--- config.mk ---
export PLATFORM = sky130hd
export DESIGN_NAME = wb_regfile
export DESIGN_NICKNAME = d
export VERILOG_FILES = /design/src/rtl/cpu_defs_pkg.sv /design/src/rtl/wb_src_mux.sv /design/src/rtl/wb_regfile.sv
export SDC_FILE = /design/constraint.sdc
export NUM_CORES = 1
export LEC_CHECK = 0
export CAP_MARGIN = 15
export CORE_UTILIZATION = 49
export DETAILED_ROUTE_END_ITERATION = 12
export HOLD_SLACK_MARGIN = 0.05
export PLACE_DENSITY_LB_ADDON = 0.2
export SYNTH_ARGS = -nofsm -noshare
export SYNTH_HDL_FRONTEND = slang
export SYNTH_HIERARCHICAL = 1
export SYNTH_SLANG_ARGS = --single-unit
--- constraint.sdc ---
create_clock -name CLK -period 2.81 [get_ports CLK]
set_clock_uncertainty 0.2 [all_clocks]
set_input_delay 0.281 -clock CLK [delete_from_list [all_inputs] [get_ports CLK]]
set_output_delay 0.281 -clock CLK [all_outputs]
set_load 0.005 [all_outputs]
--- src/rtl/cpu_defs_pkg.sv ---
// Shared pipeline definitions: register indices, WB source encodings and
// register-file sizing used by the write-back stage and its neighbours.
package cpu_defs_pkg;

    localparam int NREG = 12;

    localparam logic [3:0] idx_EMPTY = 4'hF;
    localparam logic [3:0] REG_SP    = 4'd8;
    localparam logic [3:0] REG_IH    = 4'd9;
    localparam logic [3:0] REG_RA    = 4'd10;
    localparam logic [3:0] REG_T     = 4'd11;

    localparam logic [7:0] WBSRC_ALU = 8'b0000_0001;
    localparam logic [7:0] WBSRC_RAM = 8'b0000_0010;
    localparam logic [7:0] EMPTY     = 8'b0000_1011;

    function automatic logic idx_valid(input logic [3:0] idx);
        return idx < 4'(NREG);
    endfunction

endpackage

--- src/rtl/wb_src_mux.sv ---
// Write-back source decode: picks ALU or RAM data, qualifies the write and
// flags requests that the register file cannot honour.
module wb_src_mux
    import cpu_defs_pkg::*;
(
    input  logic [3:0]  wb_reg,
    input  logic [7:0]  wb_src,
    input  logic [15:0] alu_result,
    input  logic [15:0] ram_data,
    output logic [15:0] wb_data,
    output logic        wb_we,
    output logic        wb_illegal
);

    logic src_ok_s;
    logic src_bad_s;

    // Source decode, write qualification and illegal-request detection
    always_comb begin
        wb_data   = 16'h0000;
        src_ok_s  = 1'b0;
        src_bad_s = 1'b0;
        case (wb_src)
            WBSRC_ALU: begin
                wb_data  = alu_result;
                src_ok_s = 1'b1;
            end
            WBSRC_RAM: begin
                wb_data  = ram_data;
                src_ok_s = 1'b1;
            end
            EMPTY: begin
                src_ok_s = 1'b0;
            end
            default: begin
                src_bad_s = 1'b1;
            end
        endcase
        wb_we = src_ok_s && idx_valid(wb_reg);
        // idx_EMPTY is a bubble, never an error, whatever the source says
        wb_illegal = (wb_reg != idx_EMPTY) &&
                     ((src_ok_s && !idx_valid(wb_reg)) || src_bad_s);
    end

endmodule

--- src/rtl/wb_regfile.sv ---
// Write-back stage and architectural register file: single write port,
// two write-through bypassed read ports, a registered debug port and status.
module wb_regfile
    import cpu_defs_pkg::*;
#(
    parameter logic [15:0] SP_INIT = 16'hBF00
) (
    input  logic        CLK,
    input  logic        RSTboot,
    input  logic [3:0]  WBReg_in,
    input  logic [7:0]  WBSrc_in,
    input  logic [15:0] ALU_result_in,
    input  logic [15:0] Ramdata_in,
    input  logic [3:0]  rd_idx_a,
    input  logic [3:0]  rd_idx_b,
    output logic [15:0] rd_data_a,
    output logic [15:0] rd_data_b,
    output logic        wb_we,
    output logic [3:0]  wb_idx,
    output logic [15:0] wb_data,
    input  logic [3:0]  dbg_idx,
    output logic [15:0] dbg_data,
    output logic [15:0] wb_count,
    output logic        wb_err
);

    logic [15:0] regs_q [NREG];
    logic [15:0] regs_d [NREG];
    logic [15:0] count_q;
    logic [15:0] count_d;
    logic [15:0] dbg_q;
    logic [15:0] dbg_d;
    logic        err_q;
    logic        err_d;
    logic        illegal_s;

    wb_src_mux u_src_mux (
        .wb_reg     (WBReg_in),
        .wb_src     (WBSrc_in),
        .alu_result (ALU_result_in),
        .ram_data   (Ramdata_in),
        .wb_data    (wb_data),
        .wb_we      (wb_we),
        .wb_illegal (illegal_s)
    );

    assign wb_idx   = WBReg_in;
    assign wb_count = count_q;
    assign wb_err   = err_q;
    assign dbg_data = dbg_q;

    // Next-state: commit, commit counter, sticky error and debug capture
    always_comb begin
        regs_d = regs_q;
        if (wb_we) begin
            regs_d[WBReg_in] = wb_data;
            count_d          = count_q + 16'd1;
        end else begin
            count_d = count_q;
        end
        err_d = err_q | illegal_s;
        // Debug sees pre-commit contents on purpose: no bypass here
        if (idx_valid(dbg_idx)) begin
            dbg_d = regs_q[dbg_idx];
        end else begin
            dbg_d = 16'h0000;
        end
    end

    // Read ports: write-through bypass so ID sees this cycle's commit
    always_comb begin
        if (wb_we && (rd_idx_a == WBReg_in)) begin
            rd_data_a = wb_data;
        end else if (idx_valid(rd_idx_a)) begin
            rd_data_a = regs_q[rd_idx_a];
        end else begin
            rd_data_a = 16'h0000;
        end
        if (wb_we && (rd_idx_b == WBReg_in)) begin
            rd_data_b = wb_data;
        end else if (idx_valid(rd_idx_b)) begin
            rd_data_b = regs_q[rd_idx_b];
        end else begin
            rd_data_b = 16'h0000;
        end
    end

    // State registers; reset discards any write presented on the same edge
    always_ff @(posedge CLK or negedge RSTboot) begin
        if (!RSTboot) begin
            for (int i = 0; i < NREG; i++) begin
                regs_q[i] <= (4'(i) == REG_SP) ? SP_INIT : 16'h0000;
            end
            count_q <= 16'h0000;
            err_q   <= 1'b0;
            dbg_q   <= 16'h0000;
        end else begin
            regs_q  <= regs_d;
            count_q <= count_d;
            err_q   <= err_d;
            dbg_q   <= dbg_d;
        end
    end

endmodule

[Word-level counts from Yosys, hierarchy flattened]
Cells that the tools add are included.
Word-level totals
  logic and storage cells: 66
  flip-flop bits (word level): 225
  bits of input ports: 58
  output and inout port bits: 86
Operators by class
  reductions and logical operators: 10
  magnitude comparators: 9
  bitwise operators: 5
  equality and inequality tests: 6
  mux-type cells: 20
  $add $sub $neg: 1
Operators by type and width (count)
  $bmux W16 S4: 3
  $bwmux W192: 1
  $mux W16: 12
  $demux W16 S4: 1
  $pmux W16 S2: 1
  $ge A5 B5 Y1 const B: 4
  $not A4 Y5: 4
  $add A16 B1 Y16 const B: 1
  $lt A4 B4 Y1 const B: 4
  $eq A4 B4 Y1: 2
  $eq A8 B1 Y1 const B: 1
  $eq A8 B2 Y1 const B: 1
  $eq A8 B4 Y1 const B: 1
  $logic_and A1 B1 Y1: 6
  $lt A5 B1 Y1 const B: 1
  $ne A4 B4 Y1 const B: 1
  $reduce_or A3 Y1: 1
  $mux W1: 2
  $reduce_or A2 Y1: 1
  $logic_not A1 Y1: 1
  $logic_or A1 B1 Y1: 1
  $or A1 B1 Y1: 1

[Depth between registers and ports, before layout]
  depth after elaboration: 7
  depth in mapped cells: 10
  mapped depth without buffers: 6

[Modules after synthesis]
Netlist, hierarchy kept.
Modules (own cells, without submodules)
  wb_regfile: area each 13714.4 um^2, cells each 1000, instances 1, sequential area each 5639.2 um^2
  wb_src_mux: area each 314.1 um^2, cells each 51, instances 1, sequential area each 0.0 um^2

[Worst setup path before layout]
No wires, ideal clock.
  kind: input to register
  start: input port WBSrc_in[4]
  end: register regs_q[133] (netlist name)
  data required time: 2.485 ns
  buffers on the path: 4
  path slack: -0.110 ns
  setup time: 0.125 ns
  data arrival time: 2.595 ns
  stages on the path: 10
  cell sequence: or4_4 or2_1 buf_6 nor2_1 buf_4 nor3b_2 and3_1 buf_4 buf_4 mux2_2
On the way
  cells in the longest elaborated chain, start to end: 4
  elaborated cells on any way between the ends: 7
  those cells by class: eq/ne: 2; mux: 3; reduce/logical: 2
Ends and longest elaborated chain
  start, declared: line wb_regfile.sv:11  | input logic [7:0] WBSrc_in,
  $eq A8 B1 Y1 / $eq A8 B2 Y1 (equally long branches): line wb_src_mux.sv:23  | case (wb_src)
  $reduce_or A2 Y1 (no line) (*)
  $mux W1 (*): line wb_src_mux.sv:23
  $logic_and A1 B1 Y1 (*): line wb_src_mux.sv:39  | wb_we = src_ok_s && idx_valid(wb_reg);
  net wb_we: line wb_regfile.sv:18  | output logic wb_we,
  end signal, assigned by index: line wb_regfile.sv:92  | regs_q[i] <= (4'(i) == REG_SP) ? SP_INIT : 16'h0000;
  end signal, assigned: line wb_regfile.sv:98  | regs_q <= regs_d;
  end, declared: line wb_regfile.sv:27  | logic [15:0] regs_q [NREG];
Mark *: on every way through the listed nets, which the timed path passes. The rest lies on a longest branch.
A chain may end at the register's enable or synchronous reset.

[Final worst setup path]
  start: input port WBSrc_in[4]
  end: output port rd_data_a[12]
On the way
  cells in the longest elaborated chain, start to end: 6
  elaborated cells on any way between the ends: 8
  those cells by class: eq/ne: 2; mux: 3; reduce/logical: 3
Ends and longest elaborated chain
  $eq A8 B1 Y1 / $eq A8 B2 Y1 (equally long branches): line wb_src_mux.sv:23
  $reduce_or A2 Y1 (no line)
  $mux W1: line wb_src_mux.sv:23
  $logic_and A1 B1 Y1: line wb_src_mux.sv:39
  $logic_and A1 B1 Y1: line wb_regfile.sv:72  | if (wb_we && (rd_idx_a == WBReg_in)) begin
  $mux W16 (*): line wb_regfile.sv:72
  end, declared: line wb_regfile.sv:16  | output logic [15:0] rd_data_a,
Every way passes the cells marked *; elsewhere a longest branch is shown, timed or not.

==> results_dict.tcl <==
set metrics [dict create \
    outcome "finished with violations" \
    violations "negative setup slack" \
    grt_remaining_overflow 0 \
    setup_ws_ps -37.8 \
    p_int_mw 5.77 \
    final_common_cell "dfrtp_1" \
    cts_tree "built" \
    fin_util 0.648 \
    dpl.hpwl_um 28400 \
    grt_pass1_wl_um 66800 \
    cts_max_level 1 \
    gp_congestion 0.883 \
    p_clk_frac 0.465 \
    final_cell_mix "218 x dfrtp_1, 203 x mux2_2, 131 x buf_4" \
    swShare 0.240 \
    post_drt_wl_per_cell_um 25.9 \
    final_cells 1695 \
    antenna_found_initial 0 \
    clk_pin_slew_ps 60 \
    cts_buffers 26 \
    worst_slew_pin_slew_ps 769 \
    setup.worst_path.start_class "primary input" \
    synth_edf_count 0 \
    synthTopCellsByArea "dfrtp_1 39%, mux2_2 17%, mux4_2 13%, mux2i_1 8.4%, a22oi_1 3.4%" \
    finalMaxSlewViolations 0 \
    fillers 2083 \
    grt_pass1_vias 10848 \
    start_util 0.501 \
    wl_met3_um 2840 \
    netlist_area_um2 14000 \
    synth.avg_cell_area_um2 13.3 \
    nets 1356 \
    fin_crit_ps 2850 \
    rsz0062_at_grt "true" \
    synth.net_count 1110 \
    hold_violations 0 \
    synth_top_area_frac 0.389 \
    p_sw_mw 1.82 \
    first_iter_violations 762 \
    route.met2.wl_um 20800 \
    fmax_mhz 351 \
    fin_crit_sh 1.01 \
    p_total_mw 7.59 \
    synth_largest_area_cell "dfrtp_1" \
    ys_types 48 \
    crit_arrival_ps 2370 \
    vias 10573 \
    rows 61 \
    finalSetupTns_ps -45.3 \
    drtPass1Iterations 5 \
    clockBufferDepth 3 \
    worst_ep_required_time_ps 2330 \
    wl_met1_um 18000 \
    viasPerCell 6.24 \
    port_buffers 143 \
    area_delta_synth_final_pct 29.5 \
    grt_max_degree 60 \
    min-delay-path-class "primary input to asynchronous set/reset pin" \
    setup_viol 2 \
    pwr-share-seq 0.428 \
    core-area_um2 28000 \
    crit_fanout 3 \
    insertedDiodeCount 0 \
    ys.flop_type "dfrtp_1" \
    ys_seq_elements 225 \
    drv_cap 0 \
    p_leak_nw 8.57 \
    synth_cells 1051 \
    drc_errors 0 \
    multi_input_area_um2 7840 \
    place_inst 1608 \
    ant_nets 0 \
    combPwrFrac 0.106 \
    ios 144 \
    synthArstFlopShare 1.00 \
    synth_warnings 6 \
    insertion_delay_ps 540 \
    dieWidth_um 171 \
    die-height_um 171 \
    route.top_layer_used "met4" \
    slew_headroom 0.487 \
    critical_path_class "primary input to output port" \
    drive_gt1_frac 0.456 \
    ir_drop_mv 0.402 \
    clock_sinks 225 \
    worst_setup_path_end_kind "output port" \
    seq_area_frac_synth 0.402 \
    grt.total_usage 0.309 \
    power_density_nw_per_um2 418 \
    seq_area_um2 5640 \
    die-area_um2 29300 \
    wirelength_um 43900 \
    clock-root-buffer "clkbuf_16" \
]
## path summary, 6_finish.rpt
check	from	to	slack, ps	depth (start not counted)
min in group CLK	dbg_idx[1]	dbg_data[0]	160	3
max in group asynchronous	RSTboot	regs_q[61]	1510	3
worst min-delay path	RSTboot	wb_count[10]	60	2
worst max register to register	regs_q[5]	dbg_data[5]	1220	4
worst min register to register	wb_err	wb_err	270	1
worst max-delay path	WBSrc_in[4]	rd_data_a[12]	-40	12
## layout make-up
cell class                      count  area share
Multi-Input combinational cell    704       0.432
Sequential cell                   225       0.310
Timing Repair Buffer              321       0.178
Clock buffer                       40      0.0443
Tap cell                          378      0.0260
Clock inverter                      8     0.00524
Inverter                           19     0.00393
## state kept, by name, summed over array words and instances, names as in the netlist
name / count
regs_q: 192
wb_err: 1
wb_count: 16
dbg_data: 16
## worst max-delay path: stages
cell     delay (ps)
buf_6            90
or4_4           530
or2_4           270
nor2_4          120
buf_6           110
nand3_4          80
buf_12          160
buf_16          120
buf_6           110
buf_6           110
mux2_2          250
buf_2           120
## power by group through the flow
stage | sequential (mW) | clock (mW) | combinational [mW]
3_5_place_dp | 3.31 | 0 | 0.786
6_report | 3.25 | 3.53 | 0.807
2_1_floorplan | 3.31 | 0 | 0.359
5_1_grt | 3.25 | 3.69 | 0.857
3_3_place_gp | 3.31 | 0 | 0.778
4_1_cts | 3.25 | 3.57 | 0.803
## cell families after synthesis
logic type | Yosys count | synth area share
AO/OA/AOI/OAI | 106 | 0.0569
XOR/XNOR | 23 | 0.0144
adder cells (fa/ha/maj) | 1 | 0.000892
buffers and inverters | 122 | 0.0474
flip-flops | 225 | 0.402
multiplexers | 436 | 0.420
AND/OR/NAND/NOR | 138 | 0.0584
## cell usage after synthesis, drive strengths merged, types with 2 or more instances
library cell	number
a2111oi	3
nand3	8
nand4	2
and3	22
and4	3
o31ai	2
nand2b	7
nor2	28
mux2	227
nand2	38
dfstp	7
o221ai	17
mux4	91
o22ai	18
xnor2	15
nor2b	7
inv	19
dfrtp	218
nor3	4
xor2	8
or2	4
buf	71
and2	2
nand3b	3
nor3b	5
a22oi	63
clkbuf	32
mux2i	118
or3	2
## routing by layer
layer  vias up  global-route usage
met5         -                   0
met4         0               0.153
met3       134              0.0497
met2       474               0.497
met1      5429               0.408
li1       4536                   -
## what timing repair did
action / in CTS / in global routing
endpoints found under the setup margin: 49 / 16
pin swaps: 12 / 11
resized for setup: 113 / 18
setup buffers: 29 / 7
hold buffers: 1 / 0
cloned: 3 / 0
hold endpoints to repair: 218 / 0
## through the flow
step / setup WS (ps) / hold slack [ps] / instance area [µm²]
after floorplan: 11.7 / -215 / 14000
after global placement: -431 / 30.9 / 16800
after detailed placement: -473 / 32.2 / 16800
after CTS: -159 / 68.5 / 18100
after global routing: -81.6 / 95.4 / 18200
final: -37.8 / 59.8 / 18200
Power figures use the tool's default switching activity.
